$ cat src/rtl/chirp_pulse_sequencer.sv
// Burst sequencer driving the chirp DDS init/enable strobes and a delayed,
// fixed-length ADC capture window per chirp at a programmable PRF.
module chirp_pulse_sequencer #(
    parameter int unsigned CNT_WIDTH     = 16,
    parameter int unsigned PERIOD_WIDTH  = 32,
    parameter int unsigned READY_TIMEOUT = 1024,
    parameter int unsigned MIN_PERIOD    = 4
) (
    input  logic                    clk_245,
    input  logic                    clk_245_rst,
    input  logic                    seq_start,
    input  logic                    seq_abort,
    input  logic [CNT_WIDTH-1:0]    cfg_num_chirps,
    input  logic [CNT_WIDTH-1:0]    cfg_adc_delay,
    input  logic [CNT_WIDTH-1:0]    cfg_adc_len,
    input  logic [PERIOD_WIDTH-1:0] cfg_prf_period,
    input  logic                    chirp_ready,
    input  logic                    chirp_done,
    output logic                    chirp_init,
    output logic                    chirp_enable,
    output logic                    adc_enable,
    output logic                    seq_busy,
    output logic                    seq_done,
    output logic [CNT_WIDTH-1:0]    chirp_index,
    output logic                    cfg_err,
    output logic                    err_timeout,
    output logic                    err_overrun
);

    localparam int unsigned RUN_WIDTH  = CNT_WIDTH + 2;
    localparam int unsigned WAIT_WIDTH = $clog2(READY_TIMEOUT + 1);

    typedef enum logic [2:0] {IDLE, INIT, WAIT_READY, RUN, GAP, DONE} state_t;

    state_t                  state, state_nxt;
    logic [CNT_WIDTH-1:0]    num_q, delay_q, len_q;
    logic [PERIOD_WIDTH-1:0] period_q, period_cnt;
    logic [WAIT_WIDTH-1:0]   wait_cnt;
    logic [RUN_WIDTH-1:0]    run_cnt, run_nxt, win_end;
    logic                    done_seen;

    logic                    cfg_ok, start_ok, period_hit, period_over, last_chirp, ready_expired;
    logic                    chirp_init_d, chirp_enable_d, adc_enable_d, seq_busy_d, seq_done_d;
    logic                    cfg_err_d, err_timeout_d, err_overrun_d;
    logic [CNT_WIDTH-1:0]    chirp_index_d;

    assign cfg_ok        = (cfg_adc_len != '0) && (cfg_prf_period >= PERIOD_WIDTH'(MIN_PERIOD));
    assign start_ok      = (state == IDLE) && seq_start && cfg_ok;
    assign win_end       = RUN_WIDTH'(delay_q) + RUN_WIDTH'(len_q) - RUN_WIDTH'(1);
    assign period_hit    = period_cnt >= (period_q - PERIOD_WIDTH'(1));
    assign period_over   = period_cnt > (period_q - PERIOD_WIDTH'(1));
    assign last_chirp    = (num_q != '0) && (chirp_index == (num_q - CNT_WIDTH'(1)));
    assign ready_expired = wait_cnt == WAIT_WIDTH'(READY_TIMEOUT - 1);

    // State register
    always_ff @(posedge clk_245) begin
        if (clk_245_rst) state <= IDLE;
        else             state <= state_nxt;
    end

    // Next-state logic; abort overrides every other transition outside IDLE
    always_comb begin
        state_nxt = state;
        case (state)
            IDLE:       if (start_ok) state_nxt = INIT;
            INIT:       state_nxt = WAIT_READY;
            WAIT_READY: begin
                if (chirp_ready)        state_nxt = RUN;
                else if (ready_expired) state_nxt = IDLE;
            end
            RUN:        if ((done_seen || chirp_done) && (run_cnt >= win_end)) state_nxt = GAP;
            GAP:        if (period_hit) state_nxt = last_chirp ? DONE : INIT;
            DONE:       state_nxt = IDLE;
            default:    state_nxt = IDLE;
        endcase
        if ((state != IDLE) && seq_abort) state_nxt = IDLE;
    end

    // Output decode: next values of the registered outputs
    always_comb begin
        run_nxt        = '0;
        chirp_init_d   = (state_nxt == INIT);
        seq_busy_d     = (state_nxt != IDLE);
        seq_done_d     = (state_nxt == DONE);
        cfg_err_d      = (state == IDLE) && seq_start && !cfg_ok;
        chirp_enable_d = (state_nxt == RUN) && ((state != RUN) || (!done_seen && !chirp_done));
        err_timeout_d  = err_timeout;
        err_overrun_d  = err_overrun;
        chirp_index_d  = chirp_index;
        if (state == RUN) run_nxt = (run_cnt != '1) ? run_cnt + RUN_WIDTH'(1) : run_cnt;
        adc_enable_d   = (state_nxt == RUN) && (run_nxt >= RUN_WIDTH'(delay_q)) && (run_nxt <= win_end);
        if (start_ok) begin
            err_timeout_d = 1'b0;
            err_overrun_d = 1'b0;
            chirp_index_d = '0;
        end else if (!seq_abort) begin
            if ((state == WAIT_READY) && !chirp_ready && ready_expired) err_timeout_d = 1'b1;
            if ((state == GAP) && period_over) err_overrun_d = 1'b1;
            if ((state == GAP) && period_hit && !last_chirp) chirp_index_d = chirp_index + CNT_WIDTH'(1);
        end
    end

    // Output and datapath registers
    always_ff @(posedge clk_245) begin
        if (clk_245_rst) begin
            chirp_init   <= 1'b0;
            chirp_enable <= 1'b0;
            adc_enable   <= 1'b0;
            seq_busy     <= 1'b0;
            seq_done     <= 1'b0;
            cfg_err      <= 1'b0;
            err_timeout  <= 1'b0;
            err_overrun  <= 1'b0;
            chirp_index  <= '0;
            num_q        <= '0;
            delay_q      <= '0;
            len_q        <= '0;
            period_q     <= '0;
            period_cnt   <= '0;
            wait_cnt     <= '0;
            run_cnt      <= '0;
            done_seen    <= 1'b0;
        end else begin
            chirp_init   <= chirp_init_d;
            chirp_enable <= chirp_enable_d;
            adc_enable   <= adc_enable_d;
            seq_busy     <= seq_busy_d;
            seq_done     <= seq_done_d;
            cfg_err      <= cfg_err_d;
            err_timeout  <= err_timeout_d;
            err_overrun  <= err_overrun_d;
            chirp_index  <= chirp_index_d;
            run_cnt      <= run_nxt;
            if (start_ok) begin
                num_q    <= cfg_num_chirps;
                delay_q  <= cfg_adc_delay;
                len_q    <= cfg_adc_len;
                period_q <= cfg_prf_period;
            end
            // Period counter is zero in the INIT cycle and saturates rather than wrapping
            if (state_nxt == INIT)     period_cnt <= '0;
            else if (period_cnt != '1) period_cnt <= period_cnt + PERIOD_WIDTH'(1);
            wait_cnt  <= (state == WAIT_READY) ? wait_cnt + WAIT_WIDTH'(1) : '0;
            done_seen <= (state == RUN) && (state_nxt == RUN) && (done_seen || chirp_done);
        end
    end

endmodule

$ cat config.mk
export PLATFORM = sky130hd
export DESIGN_NAME = chirp_pulse_sequencer
export DESIGN_NICKNAME = d
export VERILOG_FILES = /design/src/rtl/chirp_pulse_sequencer.sv
export SDC_FILE = /design/constraint.sdc
export NUM_CORES = 1
export LEC_CHECK = 0
export ABC_AREA = 1
export CAP_MARGIN = 0
export CORE_MARGIN = 3
export CORE_UTILIZATION = 50
export CTS_BUF_LIST = sky130_fd_sc_hd__clkbuf_2 sky130_fd_sc_hd__clkbuf_4 sky130_fd_sc_hd__clkbuf_8
export DETAILED_ROUTE_END_ITERATION = 6
export GPL_TIMING_DRIVEN = 0
export PLACE_DENSITY_LB_ADDON = 0.05
export SYNTH_ARGS = -nofsm -noshare
export SYNTH_HDL_FRONTEND = slang
export SYNTH_SLANG_ARGS = --single-unit
$ cat constraint.sdc
create_clock -name clk_245 -period 7 [get_ports clk_245]
set_clock_uncertainty 0.15 [all_clocks]
set_input_delay 0.7 -clock clk_245 [delete_from_list [all_inputs] [get_ports clk_245]]
set_output_delay 0.7 -clock clk_245 [all_outputs]
set_load 0.02 [all_outputs]
==> results of run 1 <==
-- per-stage QoR --
stage / utilization, % / setup slack, ns / power [uW] / area [sq um]
final: 59.9 / 1.70 / 3390 / 13200
after global routing: 59.9 / 1.29 / 3710 / 13200
after CTS: 59.9 / 1.76 / 3420 / 13200
after detailed placement: 58.1 / 1.79 / 2710 / 12800
after global placement: 58.1 / 1.74 / 2660 / 12800
after floorplan: - / 2.96 / 2310 / 11400
-- kinds of logic (layout without fill, tap and decap cells) --
kind of cell	count (synthesis)	count (layout)	synth area share (%)
xor+xnor	106	106	8.33
fa+ha+maj	118	118	13.0
simple gates	597	597	25.4
other cells	0	1	0
flops	169	169	29.7
compound gates	300	300	14.1
buf+inv	282	423	9.53
-- per-layer routing --
layer / vias to the layer above / track usage [%] / wire length (um)
met5: - / 0 / 0
met4: 0 / 8.06 / 812
met3: 50 / 4.10 / 1050
met2: 174 / 43.1 / 14600
met1: 4729 / 29.1 / 12800
li1: 5465 / - / -
-- critical path, stage by stage, from the launching register on --
cell and delay (ns):
sky130_fd_sc_hd__dfxtp_1 0.31, sky130_fd_sc_hd__inv_1 0.11, sky130_fd_sc_hd__nand3_1 0.13, sky130_fd_sc_hd__nor3_1 0.27
sky130_fd_sc_hd__nand2_1 0.15, sky130_fd_sc_hd__inv_1 0.10, sky130_fd_sc_hd__nand4_1 0.15, sky130_fd_sc_hd__nor4_1 0.56
sky130_fd_sc_hd__nand3_1 0.29, sky130_fd_sc_hd__nor2_1 0.23, sky130_fd_sc_hd__nand2_1 0.09, sky130_fd_sc_hd__xor2_1 0.15
sky130_fd_sc_hd__ha_1 0.30, sky130_fd_sc_hd__nand2_1 0.06, sky130_fd_sc_hd__nor2_1 0.11, sky130_fd_sc_hd__nand4_1 0.14
sky130_fd_sc_hd__nor4_1 0.53, sky130_fd_sc_hd__nand3_1 0.24, sky130_fd_sc_hd__nand3_1 0.17, sky130_fd_sc_hd__nand2_1 0.07
sky130_fd_sc_hd__nand3b_1 0.13, sky130_fd_sc_hd__nand4_2 0.20, sky130_fd_sc_hd__o21bai_4 0.29, sky130_fd_sc_hd__buf_6 0.23
sky130_fd_sc_hd__nor2_2 0.04
-- cell type report --
class                           count  area share [%]
Clock buffer                       17            1.77
Clock inverter                     15            1.21
Tap cell                          280            2.65
Sequential cell                   169            25.6
Buffer                             36            1.24
Antenna cell                        1          0.0189
Timing Repair Buffer              109            8.24
Inverter                          246            6.97
Multi-Input combinational cell   1121            52.4
-- report_power, final --
group / internal [uW] / switching, uW / total (uW)
registers: 1060 / 61.5 / 1120
logic: 591 / 964 / 1550
clock network: 296 / 418 / 714
total: 1950 / 1440 / 3390
-- how the worst max path moves through the flow --
stage | startpoint | end | slack [ns] | cells past startpoint
detailed placement | period_q[0] | chirp_index[6] | 1.79 | 23
CTS | period_q[0] | chirp_index[6] | 1.76 | 23
global placement | period_q[0] | chirp_index[6] | 1.74 | 23
floorplan | period_q[0] | period_cnt[10] | 2.96 | 28
finish | period_q[0] | period_cnt[30] | 1.70 | 24
global route | period_q[0] | chirp_index[6] | 1.29 | 23
-- sequential cells by signal, summed over array words and instances, names as in the netlist, 3 cells and up --
| name | count |
|---|---|
| chirp_index | 16 |
| delay_q | 16 |
| len_q | 16 |
| num_q | 16 |
| period_cnt | 32 |
| period_q | 32 |
| run_cnt | 18 |
| state | 3 |
| wait_cnt | 11 |
-- cell usage in the layout, fill, tap and decap left out, drive strengths merged, types with 29 or more instances in the layout --
cell and instances:
nand2 217, nand4 29, clkdlybuf4s50 109, nor3 51, nand3 69, o21ai 115, nor4 39, dfxtp 169
ha 117, xor2 84, a21oi 158, clkbuf 43, nor2 169, inv 252
==> results.md, run 1 <==
Setup path:
- Counting cells, the worst reg-to-reg path comes to 24.
- The register-to-register setup slack is ~1.7 ns.
- The critical path arrival is 5.50 ns.
- The kind of end point of the critical path is a register.
- The required time of the worst setup path is 7.21 ns.
- The critical path class is reg -> reg.
- The endpoint of the worst register-to-register path is period_cnt[30].
- STA classifies the critical path startpoint as a register.
- Along the worst path, the maximum fanout reaches 10.
- The startpoint identified for the worst register-to-register timing path is period_q[0].

Global route:
- Global routing used 24.0% of the available tracks across all layers.
- The initial antenna violation count is 0.
- The first global-routing pass estimated between 40 and 50 mm of wire.
- The pin count of the biggest net entering global routing is 18.
- The total global routing overflow is 0.
- The number of global-route vias before repair was about 10k.

Detailed routing:
- The total via count in the routed design is about 10k.
- In the routed layout, each cell is associated on average with a via count of approximately 5.2.
- In the final routed layout, each cell accounts on average for about 15 um.
- For this run, the detailed router's first-pass iteration total came to 5.
- In this run, the number of DRC markers left after iteration 0 of detailed routing was 630.
- In the routed design, unresolved DRC markers number 0.
- The total wire length is a little under 30 mm.
- The count of nets left with antenna violations once routing finished came out at 0.

Logic synthesis:
- The number of warnings reported in the yosys synthesis log is 0.
- The number of unique standard cell types used by synthesis is 57.
- The number of nets handed over by synthesis was roughly 1.8k.
- Of the synthesized area, sequential elements account for ~30%.
- By area the synthesized netlist is led by sky130_fd_sc_hd__dfxtp_1 30%, sky130_fd_sc_hd__ha_1 13%, sky130_fd_sc_hd__inv_1 7.8%.
- sky130_fd_sc_hd__inv_1 is the most common cell in the netlist.
- In the synthesized netlist the dominant register cell turns out to be sky130_fd_sc_hd__dfxtp_1.
- The fraction of synthesis flops using an asynchronous set or reset pin is 0%.
- Of the post-synthesis cell area, the dominant cell type holds between 20% and 30%.
- Synthesis handed over a netlist of about 1.6k instances.
- Each instance of the synthesized netlist takes up on average just over 7 sq um.
- The synthesized netlist occupies a cell area of 11400 sq um.
- The total of flip-flops plus latches after synthesis is 169.
- The number of flops mapped to enable cells by yosys is 0.
- The biggest area contributor in the post-synthesis netlist is sky130_fd_sc_hd__dfxtp_1.
- The commonest cells after synthesis are 237 x sky130_fd_sc_hd__inv_1, 212 x sky130_fd_sc_hd__nand2_1, 169 x sky130_fd_sc_hd__dfxtp_1.

Floorplan:
- The area enclosed by the die boundary is about 25000 sq um.
- The die is 157 um tall.
- Once the floorplan was initialized, standard cells occupied between 50 and 60% of the core.
- The row count is 54.
- During I/O placement, the number of pins put on the boundary was 110.
- After floorplanning, the core was sized to cover 22100 sq um.
- The die is ~160 um wide.

Clock tree:
- The hold-fix buffer count after cts is 0.
- The CTS H-tree depth is 4.
- The clock input transition at the sequential cells of the worst setup and hold paths is ~0.10 ns.
- Counting along the longest clock path gives a buffer depth of 2.
- The post-cts gate resize count is 0.
- The number of clock sinks is 169.
- TritonCTS built the clock tree.
- The clock latency at the later pin of the worst-skew pair is 0.47 ns.
- Post-CTS timing repair inserted 0 buffers for setup.
- Clock tree synthesis selected as its root buffer the cell sky130_fd_sc_hd__clkbuf_8.
- TritonCTS created 17 clock buffers.

STA:
- The count of final hold-check violations is 0.
- The max-slew violation total from the final report is 0.
- At the pin with the least slew margin, the transition time is ~0.74 ns.
- The aggregate negative setup slack is 0 ns.
- The fraction of the cycle the final worst path needs is about 76%.
- The worst-case headroom to the max-slew limit is between 50% and 60%.
- The number of setup violations in the final report is 0.
- Based on the critical path, the design can be clocked at up to 0.189 GHz.
- Subtracting the final worst setup slack from the clock period gives 5.30 ns.
- Setup repair after global routing left no endpoint under its margin.
- The final worst hold slack is 0.304 ns.

Min path:
- The kind of path behind the tightest hold check is reg -> reg.
- The hold path depth is 1.
- The startpoint identified for the worst hold timing path is wait_cnt[0].
- The worst hold endpoint is wait_cnt[0].

Finish:
- The post-route netlist has approximately 7.2% of its cells at a drive strength greater than 1.
- Relative to the synthesized area, the layout overhead comes to 16.1%.
- The final layout contains roughly 1.9k nets.
- The area used by sequential logic in the layout is around 3400 sq um.
- The filler cells instantiated in the layout total roughly 2.1k.
- The filler-free cell count of the finished design is roughly 2k.
- Summing all multi-input logic gate instances after layout gives between 6000 and 7000 sq um.

Pwr:
- The worst ir drop on vdd is between 150 and 200 uV.
- The standby leakage power is about 0.0054 uW.
- The power density over the cells is approximately 260 nW/um^2.

Placement:
- The wire-length estimate of the detail-placed layout is ~24 mm.
- The number of buffers added on ports is 109.
- The congestion estimate from routability-driven global placement came to just under 0.9.
- After detailed placement, the design holds a cell count of 1961.

Status:
- The flow ran to the end, and the final reports show no timing, DRC or antenna violations.

Run:
- Across the run, the number of max-cap violations was 0.
(Power assumes the default switching activity.)
==> run 2, diff against run 1 <==
- clock period: 7 -> 5.5 ns (I/O delays scaled with it)
==> run 2 against run 1 <==
Compared with the run above:
- die area unchanged
- sequential power up 28%
- count of clock-buffer cells in the layout stayed put
- cell count did not move
- total power rose by 27%
- hold slack is essentially flat
- sequential cell count is the same
- combinational power rose by 28%
- register-to-register slack got worse by 1.1 ns
- critical path type unchanged
- critical endpoint is now chirp_index[6]
- highest routed layer unchanged
==> results.md, run 2 (synthesis gave the netlist of run 1 again) <==
Floorplan:
- The area enclosed by the die boundary is about 25000 sq um.
- The row count is 54.
- The y dimension of the die is ~160 um.
- The initial cell density of the core is ~52%.
- The top-level I/O count is 110.
- The width of the chip is around 160 um.
- In this run the standard cell core region covers around 22000 sq um.

Placement:
- The count of buffers added on input and output ports is 109.
- The number of placed instances, taps included, is 1961.
- At the end of routability-driven placement, the weighted congestion stood at just under 0.9.
- Detailed placement ended at an HPWL of ~24 mm.

Finish:
- From synthesis to final layout, the design area changed by 16.2%.
- The share of layout cells above drive strength 1 is between 7 and 8%.
- The filler-free cell count of the finished design is roughly 2k.
- The largest registers in the layout are period_cnt: 32 flops, period_q: 32 flops, run_cnt: 18 flops.
- The number of nets in the final layout is approximately 1.9k.
- Leaving out fill and tap cells, the most frequent cell in the layout is sky130_fd_sc_hd__inv_1.
- In the layout the commonest cells are 237 x sky130_fd_sc_hd__inv_1, 212 x sky130_fd_sc_hd__nand2_1, 169 x sky130_fd_sc_hd__dfxtp_1.

Setup path:
- The family of cells with the greatest summed delay on the critical path is simple AND/OR/NAND/NOR gates.
- The capturing instance or port of the critical path is chirp_index[6].
- The critical path startpoint category is a register.
- The critical path is of the reg -> reg type.
- STA classifies the critical path endpoint as a register.
- The worst register-to-register path has a depth of 27.
- The launch point of the worst path is period_q[0].
- The register-to-register setup slack is ~0.57 ns.
- The highest-delay cell along the critical path is sky130_fd_sc_hd__nor4_2.
- The endpoint of the worst register-to-register path is chirp_index[6].
- The required time of the worst setup path is 5.73 ns.
- The maximum fanout along the worst path is 10.
- The largest single stage delay on the critical path is ~0.36 ns.
- Counting buffers and inverters, the worst setup path is 27 cells deep.
- Data on the critical path arrives at its endpoint at just over 5 ns.
- The launching point of the worst reg2reg path is period_q[0].
- The critical path buffer and inverter count is 3.

Clock tree:
- The CTS H-tree depth is 4.
- The number of clock buffers inserted by TritonCTS is 17.
- The number of post-CTS setup repair buffers is 0.
- After clock tree synthesis, the clock-pin slew on the worst setup and hold paths is around 0.11 ns.
- TritonCTS built the clock tree.
- The clock latency at the later pin of the worst-skew pair is roughly 0.47 ns.
- The largest buffer count on any clock path is 2.
- The cell sitting at the root of the clock tree is a sky130_fd_sc_hd__clkbuf_8.
- The number of clock sinks is around 170.

Detailed routing:
- The total wire length is 29.3 mm.
- The number of search-and-repair iterations in the first detailed-routing pass is 6.
- For this run, design rule violations remaining after detail routing come to 0.
- The total via count in the routed design is approximately 10k.
- The final antenna-violating net count is 0.
- For this block, the initial DRC count from the detailed router was 668.
- Dividing the detail-routed via count by the number of cells gives around 5.2.
- The routed length per instance is ~15 um.

Pwr:
- VDD sags by at most 234 uV.
- The standby leakage power is approximately 0.0054 uW.
- Power spread over the standard cell area amounts to 326 nW/um^2.

Global route:
- The initial antenna violation count is 0.
- The first global-routing pass estimated 47.9 mm of wire.
- The total routing usage reported by global routing is between 20% and 30%.
- The pin count of the biggest net entering global routing is 18.
- The total global routing overflow is 0.
- The number of global-route vias before repair came to roughly 10k.

STA:
- At the pin with the least slew margin, the transition time is around 0.73 ns.
- The max-slew violation total from the final report is 0.
- The count of final hold-check violations came to 0.
- The fraction of the cycle the final worst path needs is roughly 90%.
- The final critical delay including setup and external delays is slightly below 5 ns.
- Setup violations remaining at the end of the flow were counted as 0.
- Setup repair after global routing left no endpoint under its margin.
- Summed over all failing endpoints, the final setup total negative slack is 0 ns.
- The worst-case headroom to the max-slew limit is 51.0%.
- The achievable clock frequency is 0.203 GHz.

Status:
- The flow ran to the end, and the final reports show no timing, DRC or antenna violations.

Min path:
- The kind of path behind the tightest hold check is reg -> reg.

Run:
- Max-cap violations in this run came to 0.
## run 2: cell counts in the layout (fill, tap and decap cells not counted)
Identical to the previous run, type by type.
## run 2: layer usage
layer	part of all wire [%]	global-route usage (%)	wire length, um	vias to the layer above
met5	0	0	0	-
met4	2.9	8.06	841	0
met3	3.2	4.10	925	52
met2	50	43.1	14600	152
met1	44	29.1	13000	4742
li1	-	-	-	5465
## run 2: final cells by class
type | instances | area [sq um]
flip-flops and latches | 169 | 3380
inverters | 246 | 923
well taps | 280 | 350
diodes | 1 | 2.50
plain buffers | 36 | 164
fillers | 2143 | 8840
repair buffers | 109 | 1090
clock buffers | 17 | 234
clock inverters | 15 | 160
multi-input cells | 1121 | 6950
## run 2: power breakdown
part	internal, uW	switching [uW]	leakage, uW	total [uW]
combinational	752	1230	0.00383	1980
clock	376	533	0.000186	910
sequential	1350	79.1	0.00138	1430
## run 2: how the worst min path moves through the flow
| stage | startpoint | endpoint | slack [ns] | cells past startpoint |
|---|---|---|---|---|
| after floorplan | wait_cnt[0] | wait_cnt[0] | 0.27 | 1 |
| after global placement | wait_cnt[0] | wait_cnt[0] | 0.28 | 1 |
| after detailed placement | wait_cnt[0] | wait_cnt[0] | 0.29 | 1 |
| after CTS | wait_cnt[0] | wait_cnt[0] | 0.31 | 1 |
| after global routing | wait_cnt[0] | wait_cnt[0] | 0.32 | 1 |
| final | wait_cnt[0] | wait_cnt[0] | 0.30 | 1 |
## run 2: repair_timing
| item | in CTS | in global routing |
|---|---|---|
| endpoints found under the setup margin | 0 | 44 |
| gates resized for setup | 0 | 2 |
| hold buffers | 0 | 0 |
## run 2: through the flow
stage                     area (sq um)  setup slack, ns  util, %  power (uW)  hold slack, ns
after CTS                        13200            0.263     59.9        4350           0.307
after detailed placement         12800            0.288     58.1        3440           0.288
after global placement           12800            0.238     58.1        3390           0.283
after floorplan                  11400             1.46        -        2940           0.268
final                            13300            0.571     60.0        4320           0.304
after global routing             13300           0.0851     60.0        4730           0.321
## run 2: worst register-to-register path: stages, from the launching register on
cell and delay (ns):
sky130_fd_sc_hd__dfxtp_1 0.31, sky130_fd_sc_hd__inv_1 0.11, sky130_fd_sc_hd__ha_1 0.22, sky130_fd_sc_hd__nand2_2 0.08, sky130_fd_sc_hd__nor2_4 0.12, sky130_fd_sc_hd__inv_2 0.05
sky130_fd_sc_hd__nor2_2 0.14, sky130_fd_sc_hd__nand3_2 0.12, sky130_fd_sc_hd__nor3_4 0.17, sky130_fd_sc_hd__nand3_2 0.14, sky130_fd_sc_hd__nor3_4 0.19, sky130_fd_sc_hd__nand4_2 0.13
sky130_fd_sc_hd__nor3_2 0.18, sky130_fd_sc_hd__nand3_2 0.16, sky130_fd_sc_hd__nor3_1 0.17, sky130_fd_sc_hd__a21oi_1 0.08, sky130_fd_sc_hd__ha_1 0.27, sky130_fd_sc_hd__nand2_1 0.06
sky130_fd_sc_hd__nor2_1 0.13, sky130_fd_sc_hd__nand4_1 0.15, sky130_fd_sc_hd__nor4_2 0.36, sky130_fd_sc_hd__nand3_1 0.20, sky130_fd_sc_hd__nand3_1 0.16, sky130_fd_sc_hd__nand2_1 0.10
sky130_fd_sc_hd__nor2_2 0.33, sky130_fd_sc_hd__buf_2 0.30, sky130_fd_sc_hd__nand3_1 0.09, sky130_fd_sc_hd__and3_1 0.18
==> run 3, diff against run 2 <==
- CORE_ASPECT_RATIO: not set -> 1.4
==> run 3 against run 2 <==
Compared with the run above:
- design area about the same
- die area up 0.10%
- setup slack worse by 0.075 ns
- largest cell class unchanged
- largest power group unchanged
==> results.md, run 3 (synthesis gave the netlist of run 1 again) <==
Floorplan:
- The area enclosed by the die boundary is around 25000 sq um.
- The row count is 64.
- The total area inside the core boundary comes to between 20000 and 25000 sq um.
- In this run the horizontal extent of the chip is around 130 um.
- The initial utilization of the core area, before any placement, comes to 51.6%.
- The y dimension of the die is roughly 180 um.
- The top-level I/O count is between 100 and 150.

Setup path:
- For the worst setup path, the data required time is around 5.7 ns.
- The worst register-to-register path begins at period_q[0].
- Together, buffers and inverters on the worst path number 3.
- The setup check on the worst reg-to-reg path leaves a slack of slightly below 0.5 ns.
- The family of cells with the greatest summed delay on the critical path is simple AND/OR/NAND/NOR gates.
- The maximum fanout along the worst path is 10.
- The cell that appears most often on the critical path is sky130_fd_sc_hd__nand3_1.
- Among all stages on the critical path, the largest delay is contributed by sky130_fd_sc_hd__dfxtp_1.
- The kind of end point of the critical path is a register.
- The critical path class is reg -> reg.
- The peak per-stage delay on the critical path is roughly 0.3 ns.
- The worst register-to-register path ends at chirp_index[6].
- The number of cells on the worst reg-to-reg path is 28.
- Data on the critical path arrives at its endpoint at 5.23 ns.
- The critical path startpoint category is a register.

Detailed routing:
- For this block, the routed nets add up to roughly 30 mm of wire.
- The first routing iteration left ~530 violations.
- In the final routed layout, each cell accounts on average for around 15 um.
- For this run, design rule violations remaining after detail routing come to 0.
- The via density per instance is approximately 5.2.
- The number of search-and-repair iterations in the first detailed-routing pass is 5.
- The count of nets left with antenna violations once routing finished came out at 0.
- The total via count in the routed design is about 10k.

Global route:
- The initial antenna violation count is 0.
- The total overflow left after global routing is 0.
- The total routing usage reported by global routing is around a quarter.
- The pin count of the biggest net entering global routing is 17.
- The number of global-route vias before repair is around 9.9k.
- The first-pass GRT wire length is 48.2 mm.

Min path:
- The worst hold path terminates at wait_cnt[0].
- The hold path depth is 1.
- The path class of the tightest hold or removal check is reg -> reg.
- The hold path startpoint is wait_cnt[0].

Placement:
- The weighted congestion reported at the end of routability-driven placement is ~0.90.
- The placed wire-length estimate is 24.7 mm.
- The number of buffers added on ports is approximately 110.
- The number of placed cells counting well taps is slightly below 2k.
- The post-detailed-placement cell area is between 10000 and 15000 sq um.

Clock tree:
- The clock passes through at most 2 buffers.
- TritonCTS built the clock tree.
- The tree is rooted in a sky130_fd_sc_hd__clkbuf_8.
- The number of hold buffers added after CTS was 0.
- The number of clock sinks is roughly 170.
- The clock tree synthesis step divided the H-tree into 4 levels.
- The clock latency at the later pin of the worst-skew pair is 0.48 ns.
- After clock tree synthesis, the clock-pin slew on the worst setup and hold paths is roughly 0.09 ns.
- Clock tree synthesis inserted a total of 17 buffers.

STA:
- The achievable clock frequency is 0.200 GHz.
- The worst pin sits at a relative slew slack of between 40% and 50%.
- The slew at the pin with the worst max-slew slack is 0.882 ns.
- The count of final hold-check violations is 0.
- The max-slew violation total from the final report is 0.
- Setup repair after global routing left no endpoint under its margin.
- Dividing the final minimum period by the clock period gives between 90% and 100%.
- The aggregate negative setup slack is 0 ns.
- The number of setup violations in the final report is 0.
- The final critical delay including setup and external delays is 5.00 ns.

Finish:
- The library cell used most frequently in the layout, excluding fill and tap cells, is sky130_fd_sc_hd__inv_1.
- 0 antenna diodes ended up in the layout.
- The largest registers in the layout are period_cnt: 32 flops, period_q: 32 flops, run_cnt: 18 flops.
- The area used by sequential logic in the layout is 3380 sq um.
- After routing the design area is approximately 13000 sq um.
- The final core utilization is between 50 and 60%.
- The filler-free cell count of the finished design is between 2k and 2.5k.
- The net count of the finished layout is 1905.
- The total of fill cells in the finished design is 2184.
- Leaving out fill and tap cells, the most frequent cells in the layout are 237 x sky130_fd_sc_hd__inv_1, 212 x sky130_fd_sc_hd__nand2_1, 169 x sky130_fd_sc_hd__dfxtp_1.
- The area growth from synthesis to layout is 16.3%.
- The share of layout cells above drive strength 1 is between 7 and 8%.
- The multi-input logic area is ~7000 sq um.

Pwr:
- The analysis attributes to cell leakage a power of ~0.0054 uW.
- Across the VDD grid, the largest voltage drop is approximately 220 uV.
- The power density over the cells is between 300 and 400 nW/um^2.

Run:
- The count of max-cap constraint violations is 0.

Status:
- The run finished with clean final reports.
[run 3: cell count changes in the layout (fill, tap and decap cells not counted), sizes merged, moves of 3 or more]
cell | before | now
clkinvlp | 5 | 2
clkbuf | 43 | 46
inv | 252 | 249
clkinv | 3 | 7
[run 3: worst max-delay path by stage]
| stage | endpoint | startpoint | cells after the start | slack, ns |
|---|---|---|---|---|
| 2_1_floorplan | period_cnt[10] | period_q[0] | 28 | 1.46 |
| 3_3_place_gp | chirp_index[6] | period_q[0] | 23 | -0.21 |
| 3_5_place_dp | chirp_index[6] | period_q[0] | 23 | -0.24 |
| 4_1_cts | chirp_index[6] | period_q[0] | 28 | 0.01 |
| 5_1_grt | period_cnt[2] | period_q[0] | 29 | 0.004 |
| 6_report | chirp_index[6] | period_q[0] | 28 | 0.50 |
[run 3: worst register-to-register path, delay by kind of cell (launching register included)]
kind                       cells  cell delay, ns
adders and majority gates      2            0.37
AOI/OAI and AO/OA              1            0.15
DFF                            1            0.30
buffers and inverters          3            0.45
and+or+nand+nor               22            3.51
[run 3: power by group]
part           switching (uW)  internal (uW)  leakage [uW]
registers                80.3           1350       0.00138
logic                    1250            753       0.00383
clock network             496            346      0.000184
total                    1830           2450       0.00540
[run 3: per-layer routing]
layer | track usage, % | share of wire [%] | vias up
met5 | 0 | 0 | -
met4 | 10.4 | 3.9 | 0
met3 | 3.80 | 2.7 | 57
met2 | 46.4 | 54 | 155
met1 | 26.7 | 39 | 4788
li1 | - | - | 5468
[run 3: what timing repair did]
action / CTS / global route
endpoints found under the setup margin: 46 / 49
resized for setup: 1 / 3
setup buffers: 0 / 1
[run 3: final cells by class]
class	count	share of cell area, %
clock buffers	20	2.03
multi-input cells	1121	52.5
flip-flops and latches	169	25.5
plain buffers	36	1.24
well taps	297	2.80
repair buffers	110	8.28
clock inverters	12	0.689
inverters	246	6.96
[run 3: per-stage QoR]
| step | worst slack, ns | hold slack, ns | power [uW] |
|---|---|---|---|
| final | 0.496 | 0.301 | 4280 |
| after floorplan | 1.46 | 0.268 | 2940 |
| after global routing | 0.00422 | 0.320 | 4680 |
| after detailed placement | -0.238 | 0.293 | 3460 |
| after CTS | 0.0116 | 0.305 | 4320 |
| after global placement | -0.210 | 0.280 | 3410 |
==> patch, RTL diff (settings of run 3) <==
The parameter `CNT_WIDTH` goes from 16 to 12.
--- a/src/rtl/chirp_pulse_sequencer.sv
+++ b/src/rtl/chirp_pulse_sequencer.sv
@@ -1,7 +1,7 @@
 // Burst sequencer driving the chirp DDS init/enable strobes and a delayed,
 // fixed-length ADC capture window per chirp at a programmable PRF.
 module chirp_pulse_sequencer #(
-    parameter int unsigned CNT_WIDTH     = 16,
+    parameter int unsigned CNT_WIDTH     = 12,
     parameter int unsigned PERIOD_WIDTH  = 32,
     parameter int unsigned READY_TIMEOUT = 1024,
     parameter int unsigned MIN_PERIOD    = 4
Interface: changed (resized cfg_adc_delay, cfg_adc_len, cfg_num_chirps and chirp_index); port bits go from 110 to 94. The function was not compared with the original's and may differ.
==> patch against run 3 <==
- via count is 11% lower
- setup slack better by 0.31 ns
- synthesized area shrank 12%
- sequential cell count is 20 lower
- routed wire length shrank 11%
- fmax increased by 6.6%
- total power decreased by 11%
- worst hold slack gained 0.0025 ns
- critical path depth fell by 1
- final area decreased by 12%
- largest cell class unchanged
- highest routed layer unchanged
==> patch: results (changes against run 3) <==
status -> completed (unchanged)
Non-clk bufs -> 125 (was 146)
post-synthesis cell type count -> 47 (was 57)
Placed Area -> 11300 µm² (was 12900 µm²)
slowest cell on the critical path -> nor4_2 (was dfxtp_1)
buffering overhead -> 0.0926 (was 0.0952)
Multi-Input Combinational -> 1030 (was 1121)
final hold slack -> 0.303 ns (was 0.301 ns)
arrival time at the worst endpoint -> 4.90 ns (was 5.23 ns)
Register-to-Register Path Depth -> 27 (was 28)
Core Area -> 19400 µm² (was 22100 µm²)
Commonest cells post-synth -> nand2_1 (223), inv_1 (202), dfxtp_1 (149) (was inv_1 (237), nand2_1 (212), dfxtp_1 (169))
flops & latches, synth -> 149 (was 169)
Port Buffers -> 93 (was 109)
Via density -> 5.20 (was 5.21)
final core occ -> 0.600 (about the same)
First DRT Iteration DRCs -> 391 (was 529)
ClkCell Share -> 0.0323 (was 0.0272)
internal power -> 0.00219 W (was 0.00245 W)
nets -> 1705 (was 1905)
compound-gate portion of the synthesized area -> 0.132 (was 0.141)
Mapped Cells -> 1417 (was 1572)
slowest cell delay on critical path -> 0.37 ns (was 0.30 ns)
final worst-path cycle share -> 0.853 (was 0.910)
Fillers -> 1910 (was 2184)
Seq area share -> 0.256 (was 0.255)
register-to-register setup slack -> 0.81 ns (was 0.50 ns)
Multi-input gate area -> 6140 µm² (was 6960 µm²)
post-cts gate resize count -> 0 (was 1)
adder-cell share of the synthesized area -> 0.128 (was 0.130)
cell count after placement -> 1758 (was 1978)
gr usage total -> 0.247 (was 0.244)
iteration count of the initial detailed-routing pass -> 6 (was 5)
DP HPWL -> 22.1 mm (was 24.7 mm)
Seq/Total Area, Yosys -> 0.297 (about the same)
IR drop worst, VDD -> 0.174 mV (was 0.217 mV)
Largest regs -> period_cnt: 32 flops, period_q: 32 flops, run_cnt: 14 flops (was period_cnt: 32 flops, period_q: 32 flops, run_cnt: 18 flops)
==> patch: cell types whose count changed after synthesis, sizes merged, moves of 16 or more <==
| cell | before | now |
|---|---|---|
| nor4 | 39 | 17 |
| a21oi | 158 | 139 |
| nor2 | 169 | 185 |
| ha | 117 | 101 |
| nand2 | 217 | 234 |
| dfxtp | 169 | 149 |
| xor2 | 84 | 67 |
| inv | 245 | 205 |
==> patch: power by group through the flow <==
stage / clock [W] / sequential (W) / combinational, W
after floorplan: 0 / 0.00128 / 0.00127
after global placement: 0 / 0.00129 / 0.00167
after detailed placement: 0 / 0.00129 / 0.00171
after CTS: 0.000862 / 0.00127 / 0.00173
after global routing: 0.000905 / 0.00128 / 0.00198
final: 0.000839 / 0.00127 / 0.00171
==> patch: routing by layer <==
metal,track usage,wire length [µm],vias up
li1,-,-,4863
met1,0.269,10700,4248
met2,0.470,14400,134
met3,0.0432,732,52
met4,0.0912,814,0
met5,0,0,-
